==> config.mk <==
export PLATFORM = sky130hd
export DESIGN_NAME = port_arbiter
export DESIGN_NICKNAME = d
export VERILOG_FILES = /design/src/rtl/port_arbiter.sv
export SDC_FILE = /design/constraint.sdc
export NUM_CORES = 1
export LEC_CHECK = 0
export CORE_UTILIZATION = 42
export DETAILED_ROUTE_END_ITERATION = 10
export PLACE_DENSITY = 0.81
export RECOVER_POWER = 25
export SLEW_MARGIN = 20
export SYNTH_ARGS = -nofsm -noshare
export SYNTH_HDL_FRONTEND = slang
export SYNTH_SLANG_ARGS = --single-unit
==> constraint.sdc <==
create_clock -name clk -period 1.7 [get_ports clk]
set_input_delay 0.255 -clock clk [delete_from_list [all_inputs] [get_ports clk]]
set_output_delay 0.255 -clock clk [all_outputs]
set_load 0.005 [all_outputs]
==> src/rtl/port_arbiter.sv <==
// Round-robin arbiter granting a shared cache port to one requester for a whole burst.
// A grant ends on a last beat, on a request drop by the owner, or on a beat-count overrun.
module port_arbiter #(
    parameter int unsigned REQ_WIDTH  = 2,
    parameter int unsigned BEAT_WIDTH = 3
) (
    input  logic                        clk,
    input  logic                        rst_n,
    input  logic [(2**REQ_WIDTH)-1:0]   req,
    input  logic [(2**REQ_WIDTH)-1:0]   req_last,
    input  logic                        port_ready,
    output logic                        grant_valid,
    output logic [REQ_WIDTH-1:0]        grant_idx,
    output logic [(2**REQ_WIDTH)-1:0]   grant_onehot,
    output logic                        beat,
    output logic [BEAT_WIDTH-1:0]       beat_cnt,
    output logic                        release_pulse,
    output logic                        abort
);

    localparam int unsigned N = 2**REQ_WIDTH;

    typedef enum logic {StIdle, StBusy} state_t;

    state_t               state;
    logic [REQ_WIDTH-1:0] rr_ptr;
    logic [REQ_WIDTH-1:0] pick;
    logic [REQ_WIDTH-1:0] idx;
    logic                 found;
    logic                 grant_end;
    logic                 end_abort;

    assign beat = grant_valid & port_ready & req[grant_idx];

    // First asserted request at or after rr_ptr, wrapping modulo N.
    always_comb begin
        pick  = '0;
        found = 1'b0;
        idx   = '0;
        for (int i = 0; i < N; i++) begin
            idx = rr_ptr + REQ_WIDTH'(i);
            if (req[idx] && !found) begin
                found = 1'b1;
                pick  = idx;
            end
        end
    end

    always_comb begin
        grant_end = 1'b0;
        end_abort = 1'b0;
        if (state == StBusy) begin
            if (!req[grant_idx]) begin
                grant_end = 1'b1;
                end_abort = 1'b1;
            end else if (beat) begin
                if (req_last[grant_idx]) begin
                    grant_end = 1'b1;
                end else if (&beat_cnt) begin
                    grant_end = 1'b1;
                    end_abort = 1'b1;
                end
            end
        end
    end

    always_ff @(posedge clk) begin
        if (!rst_n) begin
            state         <= StIdle;
            rr_ptr        <= '0;
            grant_valid   <= 1'b0;
            grant_idx     <= '0;
            grant_onehot  <= '0;
            beat_cnt      <= '0;
            release_pulse <= 1'b0;
            abort         <= 1'b0;
        end else begin
            release_pulse <= 1'b0;
            abort         <= 1'b0;
            case (state)
                StIdle: begin
                    if (found) begin
                        state        <= StBusy;
                        grant_valid  <= 1'b1;
                        grant_idx    <= pick;
                        grant_onehot <= N'(1) << pick;
                        beat_cnt     <= '0;
                    end
                end
                StBusy: begin
                    if (grant_end) begin
                        state         <= StIdle;
                        rr_ptr        <= grant_idx + REQ_WIDTH'(1);
                        grant_valid   <= 1'b0;
                        grant_idx     <= '0;
                        grant_onehot  <= '0;
                        beat_cnt      <= '0;
                        release_pulse <= 1'b1;
                        abort         <= end_abort;
                    end else if (beat) begin
                        beat_cnt <= beat_cnt + BEAT_WIDTH'(1);
                    end
                end
                default: state <= StIdle;
            endcase
        end
    end

endmodule
# Word level (Yosys, flattened, before mapping)
# Cells that the tools add are included.
# W data, S select, Z words.
word_totals:
  reg_bits: 15
  inputBits: 11
  out_inout_bits: 13
classes:
  n_bitwise: 3
  n_eq_ne: 3
  muxes: 45
  shift: 1
  magnitude_cmp: 5
  n_addsub: 5
  reduce_logical: 12
op_table:
  columns: ["operator", "count"]
  rows:
  - ["$mux W1", 23]
  - ["$lt A2 B3 Y1 const B", 5]
  - ["$bmux W1 S2", 6]
  - ["$mux W2", 6]
  - ["$mux W3", 3]
  - ["$mux W4", 2]
  - ["$pmux W4 S2", 1]
  - ["$reduce_and A2 Y1", 4]
  - ["$pmux W3 S2", 1]
  - ["$reduce_and A3 Y1", 2]
  - ["$add A2 B1 Y2 const B", 2]
  - ["$add A2 B2 Y2 const B", 2]
  - ["$pmux W1 S2", 2]
  - ["$pmux W2 S2", 1]
  - ["$shl A1 B2 Y4 const A", 1]
  - ["$add A3 B1 Y3 const B", 1]
  - ["$logic_and A1 B1 Y1", 3]
  - ["$logic_not A1 Y1", 3]
  - ["$ne A3 B2 Y1 const B", 1]
  - ["$and A1 B1 Y1", 2]
  - ["$ne A2 B1 Y1 const B", 1]
  - ["$ne A2 B2 Y1 const B", 1]
  - ["$not A1 Y1", 1]

# Depth between registers and ports, before layout
depth:
  word_depth: 15
  mapped_depth: 6
  mapped_depth_nobuf: 6

# Least setup slack after synthesis
# OpenSTA, ideal clock, no wires.
synth_timing:
  path_type: "register to register"
  start: "reg grant_idx[0]"
  end: "reg beat_cnt[0]"
  slack_ps: -50
  stages_incl_launch_ff: 6
  n_path_buf: 1
  period_less_slack_ps: 1750
  t_arrival_ps: 1629
  t_required_ps: 1579
  cell_sequence: "dfxtp_1 > buf_6 > mux4_2 > and2_4 > and4_1 > mux2_2"
synth_via:
  elab_chain_cells: 8
  word_cells_on_any_way: 13
  cone_classes: "eq/ne: 1; mux: 10; bitwise: 1; reduce/logical: 1"
synth_lines:
  columns: ["element", "line_no", "text"]
  rows:
  - ["start, declared", "13", "output logic [REQ_WIDTH-1:0] grant_idx,"]
  - ["start signal, assigned", "85", "grant_idx <= pick;"]
  - ["$bmux W1 S2 (on tied branches)", "57, 33, 53", null]
  - ["$mux W1 (on tied branches)", "57, 33, 53", null]
  - ["$mux W1 / $and A1 B1 Y1 (equally long branches)", "57, 33", null]
  - ["$mux W1", "56", "end else if (beat) begin"]
  - ["$mux W1", "53", "if (!req[grant_idx]) begin"]
  - ["$mux W1", "52", "if (state == StBusy) begin"]
  - ["$mux W3 / $ne A3 B2 Y1 (equally long branches)", null, null]
  - ["$pmux W3 S2 / $reduce_and A2 Y1 (equally long branches)", null, null]
  - ["end signal, assigned", "101", "beat_cnt <= beat_cnt + BEAT_WIDTH'(1);"]
  - ["end, declared", "16", "output logic [BEAT_WIDTH-1:0] beat_cnt,"]
# Parallel ways exist; a longest one is shown, timed or not. The select of a mux whose other input is x is not followed.
# A chain may end at the register's enable or synchronous reset.

# Worst setup path in the final report
layout_timing:
  start: "reg grant_idx[0]"
  end: "reg beat_cnt[2]"
# Same word-level chain as after synthesis.

==> run summary <==
Mean Syn Cell Area = 9.184 um2
largest net degree at the start of global routing = 16
Clock Power Share = 23.4%
Max clock buf depth = 2
Clk Latency, worst-skew pair = 290 ps
Tmin final = 1720 ps
PnR worst setup slack = -20.07 ps
Antenna Cells = 0
Residual DRC = 0
Multi-input gate area = 551.8 um2
synth unique cells = 41
I/O Pins = 24
Crit path arrival time = 1900 ps
combinational share of power = 31.2%
CTS tree = done
CTS root buf = clkbuf_4
CTS Sinks = 15
Clock Skew = 10.46 ps
Net Sw Frac = 29.36%
post-route cell area = 0.001264 mm2
final setup violating endpoints = 2
Vias/cell = 5.471
layout cell share with drive strength beyond 1 = 26.15%
Die Width = 47.34 um
Syn Inst Count = 94
failing checks = setup timing
placed inst area = 0.001200 mm2
most common cell after layout, fill and taps aside = dfxtp_1
worst path required time = 1880 ps
sequential fraction of the synthesis area = 34.78%
htree depth = 1
Power Density = 691.8 mW/mm2
row cnt = 16
Mapped Nets = 107
most frequent cells in the layout = dfxtp_1, nand2_1, clkdlybuf4s50_1, buf_4, dlygate4sd3_1
total of max-cap violations = 0
Int Pwr = 617.5 uW
drt wl/cell = 13.69 um
Die H = 47.34 um
via count = 859
GR Util All Layers = 21.29%
Critical Path End Type = flop
GR Overflow Total = 0
initial DRC count = 17
vias in the first global route = 772
number of synthesized register bits = 15
initial antenna violation count = 0
RSZ-0062 raised after global routing = true
Main synth FF type = dfxtp_1
antenna-violating nets left = 0
I/O Buffers = 23
YS warnings = 0
worst hold path class = flop to flop
Pins Over Slew Limit = 0
Post-layout nets = 144
Core Util, Final = 65.08%
Max Freq = 0.5814 GHz
Setup TNS = -37.09 ps
gpl congestion = 0.8702
outcome = finished, violations left
worst hold margin = 473.4 ps
Max-slew headroom = 74.87%
final hold violation count = 0
P_leak = 0.5427 nW
Worst-path clk slew = 90 ps
register area = 302.8 um2
Die Footprint = 0.002241 mm2
1st-pass router iterations = 4
Fill cells = 172
post-route clock period utilization = 101.2%
NetSw = 256.7 uW
asr flop ratio synth = 0%
HPWL Detailed = 1.634 mm
Worst Tran Pin Value = 373.8 ps
critical setup path kind = flop to flop
first-pass GRT wire length = 3.256 mm
CORE AREA = 0.001942 mm2
Initial Utilization = 44.46%
worst IR drop on VDD = 0.7415 mV
Max FO, Critical Path = 4
Synth Cell Area = 863.3 um2
Seq pwr share = 45.3%
CP Launch Type = flop
final WL = 2.150 mm
Layout area overhead = 46.38%
Post-synth EDFFs = 0
CTS buffer count = 3
-- cells in the mapped netlist (all sizes together), types with 2 or more instances --
cell type	count	area, um2
a32o	2	20.02
nor3b	2	15.01
a21oi	4	20.02
mux2i	5	50.05
nor2	5	18.77
o21a	2	15.01
inv	4	15.01
clkbuf	3	11.26
o32ai	2	17.52
dfxtp	15	300.3
o21ai	2	10.01
and2	4	27.53
o22a	2	18.77
nand2	12	45.04
o22ai	2	12.51
ha	2	25.02
nand2b	2	12.51
mux4	2	45.04
mux2	2	22.52
and3	2	17.52
buf	2	15.01
-- timing repair --
| action | in CTS | in global routing |
|---|---|---|
| gates resized for setup | 13 | 4 |
| setup endpoints to repair | 10 | 10 |
| buffers inserted | 1 | 0 |
| pin swaps | 4 | 2 |
| hold buffers | 0 | 0 |
-- power by group through the flow --
| stage | Clock, mW | Combinational (mW) | Sequential (mW) |
|---|---|---|---|
| floorplan | 0 | 0.143 | 0.400 |
| global placement | 0 | 0.252 | 0.403 |
| detailed placement | 0 | 0.259 | 0.404 |
| CTS | 0.208 | 0.267 | 0.396 |
| global route | 0.223 | 0.295 | 0.400 |
| finish | 0.205 | 0.273 | 0.396 |
-- worst max-delay path, cell delays in order (launching register included) --
cell	delay, ps
dfxtp_2	350
mux4_2	530
buf_6	150
and3_4	140
buf_6	110
o211ai_1	220
o41ai_2	120
-- state kept, by name, indices dropped and copies added, names as in the netlist --
| register | flops |
|---|---|
| abort | 1 |
| grant_onehot | 4 |
| grant_idx | 2 |
| state | 1 |
| beat_cnt | 3 |
| rr_ptr | 2 |
| grant_valid | 1 |
| release_pulse | 1 |
-- per-stage QoR --
step	instances	power (mW)	setup slack, ps
after CTS	157	0.8713	-33.52
final	157	0.8742	-20.07
after detailed placement	152	0.6628	-451.1
after global routing	157	0.9179	-54.40
after global placement	152	0.6549	-420.7
after floorplan	94	0.5434	3.818
-- cell families (layout without fill, tap and decap cells) --
family                   count (synthesis)  after routing  synth area share, %
AND/OR/NAND/NOR                         31             31                19.28
AO/OA/AOI/OAI                           27             27                23.63
flip-flops                              15             15                34.78
multiplexers                             9              9                13.62
buffers and inverters                    9             45                4.781
adder cells (fa/ha/maj)                  2              2                2.898
XOR/XNOR                                 1              1                1.015
-- layer usage --
layer	global-route usage, %	vias to the layer above	part of all wire [%]
met3	6.923	7	3.8
met2	35.89	21	51
met5	0	-	0
li1	-	423	-
met4	9.143	0	2.0
met1	24.48	408	43
-- area by class of cell --
cell class	instances	area share, %
timing repair buffer	37	26.34
sequential	15	23.96
clock buffer	3	1.782
inverter	4	1.188
clock inverter	1	0.3960
multi-input combinational	70	43.66
tap	27	2.673
-- worst paths after layout --
path | startpoint | end | slack, ps | cells after the start
setup / recovery | grant_idx[0] | beat_cnt[2] | -20 | 6
hold / removal | grant_onehot[0] | grant_onehot[0] | 470 | 2
setup reg to reg | grant_idx[0] | beat_cnt[2] | -20 | 6
hold reg to reg | grant_onehot[0] | grant_onehot[0] | 470 | 2
No activity file was read; power rests on OpenSTA's default activity.
